File: src/rtl/sub_pkg.sv
// Shared defaults and result payload type for the pipelined subtractor.
// SUB_RES_T(W) builds the width-specific payload struct inside parameterized modules.
`ifndef SUB_PKG_SV
`define SUB_PKG_SV

`define SUB_RES_T(W) struct packed { logic bo; logic [(W)-1:0] diff; }

package sub_pkg;

   localparam int unsigned DEF_WIDTH   = 4;
   localparam int unsigned DEF_LATENCY = 3;

   typedef `SUB_RES_T(DEF_WIDTH) sub_res_t;

endpackage

`endif

File: src/rtl/sub_stage.sv
// One pipeline register: valid bit plus result payload, advancing only when enabled.
module sub_stage #(
   parameter type T = sub_pkg::sub_res_t
) (
   input  logic clk,
   input  logic rst_n,
   input  logic en,
   input  logic valid_d,
   input  T     data_d,
   output logic valid_q,
   output T     data_q
);

   always_ff @(posedge clk or negedge rst_n) begin
      if (!rst_n) begin
         valid_q <= 1'b0;
         data_q  <= '0;
      end else if (en) begin
         valid_q <= valid_d;
         data_q  <= data_d;
      end
   end

endmodule

File: src/rtl/subtractor_pipe_t.sv
// WIDTH-bit subtractor with borrow in/out, carried through LATENCY registered stages
// under a global valid/ready stall; the result is computed before stage 0.
module subtractor_pipe_t
   import sub_pkg::*;
#(
   parameter int unsigned WIDTH   = DEF_WIDTH,
   parameter int unsigned LATENCY = DEF_LATENCY
) (
   input  logic             clk,
   input  logic             rst_n,
   input  logic             in_valid,
   output logic             in_ready,
   input  logic [WIDTH-1:0] a,
   input  logic [WIDTH-1:0] b,
   input  logic             bi,
   output logic             out_valid,
   input  logic             out_ready,
   output logic [WIDTH-1:0] diff,
   output logic             bo
);

   localparam int unsigned LAST = LATENCY - 1;

   typedef `SUB_RES_T(WIDTH) res_t;

   logic           stall;
   logic           en;
   logic [WIDTH:0] full;
   res_t           res_in;
   logic           valid_s [LATENCY];
   res_t           data_s  [LATENCY];

   // Payload is zeroed for bubbles so idle operand values never enter the pipe.
   always_comb begin
      full   = {1'b0, a} - {1'b0, b} - {{WIDTH{1'b0}}, bi};
      res_in = '0;
      if (in_valid) begin
         res_in.bo   = full[WIDTH];
         res_in.diff = full[WIDTH-1:0];
      end
   end

   // Whole pipe freezes while the head result is waiting; no bubble squeezing.
   assign stall    = out_valid && !out_ready;
   assign en       = !stall;
   assign in_ready = !stall;

   for (genvar k = 0; k < LATENCY; k++) begin : g_stage
      if (k == 0) begin : g_first
         sub_stage #(.T(res_t)) u_stage (
            .clk     (clk),
            .rst_n   (rst_n),
            .en      (en),
            .valid_d (in_valid),
            .data_d  (res_in),
            .valid_q (valid_s[k]),
            .data_q  (data_s[k])
         );
      end else begin : g_next
         sub_stage #(.T(res_t)) u_stage (
            .clk     (clk),
            .rst_n   (rst_n),
            .en      (en),
            .valid_d (valid_s[k-1]),
            .data_d  (data_s[k-1]),
            .valid_q (valid_s[k]),
            .data_q  (data_s[k])
         );
      end
   end

   assign out_valid = valid_s[LAST];
   assign diff      = data_s[LAST].diff;
   assign bo        = data_s[LAST].bo;

endmodule
File: config.mk
export PLATFORM = sky130hd
export DESIGN_NAME = subtractor_pipe_t
export DESIGN_NICKNAME = d
export VERILOG_FILES = /design/src/rtl/sub_pkg.sv /design/src/rtl/sub_stage.sv /design/src/rtl/subtractor_pipe_t.sv
export SDC_FILE = /design/constraint.sdc
export NUM_CORES = 1
export LEC_CHECK = 0
export ABC_AREA = 0
export BUFFER_PORTS_ARGS = -buffer_cell sky130_fd_sc_hd__buf_4
export CAP_MARGIN = 30
export CORE_ASPECT_RATIO = 1.2
export CORE_MARGIN = 2
export CORE_UTILIZATION = 25
export CTS_BUF_LIST = sky130_fd_sc_hd__clkbuf_4 sky130_fd_sc_hd__clkbuf_8
export DETAILED_ROUTE_END_ITERATION = 10
export SYNTH_ARGS = -nofsm -noshare
export SYNTH_HDL_FRONTEND = slang
export SYNTH_SLANG_ARGS = --single-unit
File: constraint.sdc
create_clock -name clk -period 2.2 [get_ports clk]
set_clock_uncertainty 0.1 [all_clocks]
set_input_delay 0.44 -clock clk [delete_from_list [all_inputs] [get_ports clk]]
set_output_delay 0.44 -clock clk [all_outputs]
set_load 0.02 [all_outputs]
==> results.md <==
* Status: complete, no violations
* CTS root buf: sky130_fd_sc_hd__clkbuf_8
* Clock Latency Late Sink at 0.25 ns
* Required time worst endpoint at 2.29 ns
* Setup Slack @ Placement at 0.09326 ns
* Initial core utilization at 0.2546
* Instance count of the mapped netlist at 100
* Share of synthesized area occupied by flip-flops and latches at 0.4952
* Combinational family with the most area after synthesis: simple AND/OR/NAND/NOR gates
* Number of fillers in the final layout at 374
* Worst slack on hold paths at 0.3416 ns
* Pre-Repair DR Iteration Count at 4
* Slew HR at 0.7881
* Simple-gate portion of the synthesized area at 0.2352
* Number of cells in the finished layout apart from fillers at 157
* Fraction of the mapped netlist area in compound gates at 0.05915
* Number of rows in the core area at 24
* Worst path top cell family by delay: adder cells
* Library cell contributing the largest single delay on the critical path: sky130_fd_sc_hd__or4_1
* Highest attainable clock frequency at 0.5415 GHz
* ANT nets after route at 0
* Leakage power figure at 0.6231 nW
* Number of DRC violations after detailed-routing iteration 0 at 15
* Type of the setup path with the least slack: input pin to flip-flop
* # resized after CTS at 0
* Reported max-cap violation count at 0
* Routability congestion estimate from global placement at 0.7366
* Power density relative to cell area at 969.7 mW/mm^2
* Final cycle utilization of the critical path at 0.8394
* CTS clock-pin slew for the worst setup and hold paths at 0.07 ns
* # placed instances at 152
* Total inserted antenna cells at 0
* Area share of xor/xnor cells in the synthesized design at 0.009629
* RSZ-0062 raised after global routing: no
* Area overhead of the layout relative to synthesis at 23.80%
* Peak ir drop on the vdd network at 0.0002776 V
* Average footprint of a synthesized cell at 9.096 sq um
* Count of buffer and inverter cells on the critical path at 2
* Total congestion overflow after global routing at 0
* Max stage delay on crit path at 0.48 ns
* Setup repair bufs after CTS at 0
* Via count of the first global-routing pass at 715
* CTS tree: yes
* Fraction of synthesized area in multiplexers at 0
* Max-slew violations at 0
* Largest fanout on the critical path at 2
* Total Negative Setup Slacks at 0 ns
* Post-Route Utilization at 0.3151
* Number of remaining DRC errors at 0
* Count of final hold-check violations at 0
* Global router's overall resource usage at 0.09026
* Synth Flop Type: sky130_fd_sc_hd__dfrtp_1
* Final-report setup violation count at 0
* Post-synthesis sequential element count at 18
* X dimension of the die at 59.07 um
* Vias after detailed routing at 684
* Core box area at 0.003573 sq mm
* CTS Buffer Depth at 2
* Unique masters post-synth at 21
* I/O pin count at 20
* Worst Tran Pin Value at 0.3150 ns
* Port-buffer cells at 19
* Worst path arrival time at 1.94 ns
* Most common cell type on the critical path: sky130_fd_sc_hd__fa_1
* Share of synthesized registers carrying an async set or reset at 1.000
* CP endpoint kind: flip-flop
* Final setup slack of the worst path at 0.3534 ns
* Cell area after synthesis at 909.6 sq um
* Maximum number of pins on one net before global-route repair at 19
* Half-perimeter wire length after placement at 1181 um
* CTS H-tree depth at 1
* DR vias/cell at 4.357
* Number of enable flip-flop cells after synthesis at 0
* Share of cells above drive strength 1 at 0.2288
* Detailed Route WL at 1528 um
* Total CTS buffers at 3
* Kind of start point of the critical path: input pin
* Nets in the synthesized netlist at 119
* # clock sinks at 18
* Global-route wire length before repair at 2822 um
* Full die area at 0.004139 sq mm
* Time the final worst path needs with I/O delays and setup at 1.847 ns
* NumNets Final at 138
* Total number of yosys warnings at 0
* Vertical extent of the die at 70.08 um
* Type of the tightest min-delay check: input pin to flip-flop
* Arithmetic-cell share of the synthesized area counting full adders, half adders and majority gates at 0.09904
* Number of antenna violations at the first check in global routing at 0
* Chain of cells forming the critical path: buf_4, fa_1, inv_1, fa_1, a21boi_1, or4_1, nand3_1
* Detailed-route wire length per cell at 9.732 um
## power breakdown
part           internal (mW)  total [mW]  switching, mW
combinational          0.149       0.346          0.197
clock                  0.159       0.268          0.109
sequential             0.430       0.478         0.0489
total                  0.737        1.09          0.355
## what timing repair did
action                                 in CTS  in global routing
endpoints found under the hold margin      18                  0
setup endpoints to repair                   0                  0
hold buffers                                1                  0
## synthesized netlist by cell type (all sizes together), types with 2 or more instances
master | number | area [sq um]
ha | 4 | 50.05
dfrtp | 18 | 450.4
nand3 | 2 | 10.01
nand2b | 2 | 12.51
nand2 | 42 | 157.7
buf | 7 | 47.55
inv | 12 | 45.04
fa | 2 | 40.04
## layer usage
metal	share of wire	vias up	track usage
li1	-	343	-
met3	0.090	6	0.03333
met5	0	-	0
met1	0.44	309	0.1030
met2	0.44	26	0.1346
met4	0.031	0	0.06566
## flip-flops by register name, indices dropped and copies added, names as in the netlist
register / cells
g_stage.g_next.u_stage.valid_q: 2
g_stage.g_next.u_stage.data_q: 10
g_stage.g_first.u_stage.valid_q: 1
g_stage.g_first.u_stage.data_q: 5
## final timing paths
path	start	endpoint	slack, ns	cells after the start
min in group asynchronous	rst_n	g_stage[1].g_next.u_stage.data_q[3]	0.49	2
setup reg to reg	g_stage[2].g_next.u_stage.valid_q	g_stage[0].g_first.u_stage.data_q[4]	0.70	4
hold / removal	in_valid	g_stage[0].g_first.u_stage.valid_q	0.34	3
hold reg to reg	g_stage[1].g_next.u_stage.valid_q	g_stage[1].g_next.u_stage.valid_q	0.36	2
max in group asynchronous	rst_n	g_stage[2].g_next.u_stage.data_q[3]	1.33	2
setup / recovery	a[0]	g_stage[0].g_first.u_stage.data_q[4]	0.35	7
## placed cells by master, fill, tap and decap left out, types with 2 or more instances in the layout
cell / n
sky130_fd_sc_hd__nand2b_1: 2
sky130_fd_sc_hd__inv_1: 11
sky130_fd_sc_hd__nand3_1: 2
sky130_fd_sc_hd__ha_1: 4
sky130_fd_sc_hd__clkbuf_8: 4
sky130_fd_sc_hd__buf_4: 20
sky130_fd_sc_hd__dfrtp_1: 18
sky130_fd_sc_hd__fa_1: 2
sky130_fd_sc_hd__nand2_1: 42
## cell families (layout without fill, tap and decap cells)
group | Yosys count | in the layout
xor gates and xnor gates | 1 | 1
and+or+nand+nor | 50 | 50
buffers and inverters | 19 | 37
adders and majority gates | 6 | 6
DFF | 18 | 18
AOI/OAI and AO/OA | 6 | 6
## stage by stage
stage	instance area (sq um)	power, mW
after global placement	1061	0.8226
after floorplan	909.6	0.7414
final	1126	1.092
after detailed placement	1061	0.8360
after global routing	1126	1.176
after CTS	1126	1.108
## worst min-delay path: stages
cell	delay (ns)
sky130_fd_sc_hd__buf_4	0.11
sky130_fd_sc_hd__nand2_1	0.06
sky130_fd_sc_hd__nand2_1	0.05
## layout make-up
cell class	count	area [sq um]	area share
multi-input combinational	63	366.6	0.3256
clock buffer	4	55.05	0.04889
tap	39	48.80	0.04333
timing repair buffer	21	160.2	0.1422
inverter	12	45.04	0.04000
sequential	18	450.4	0.4000
Power figures use the tool's default switching activity.
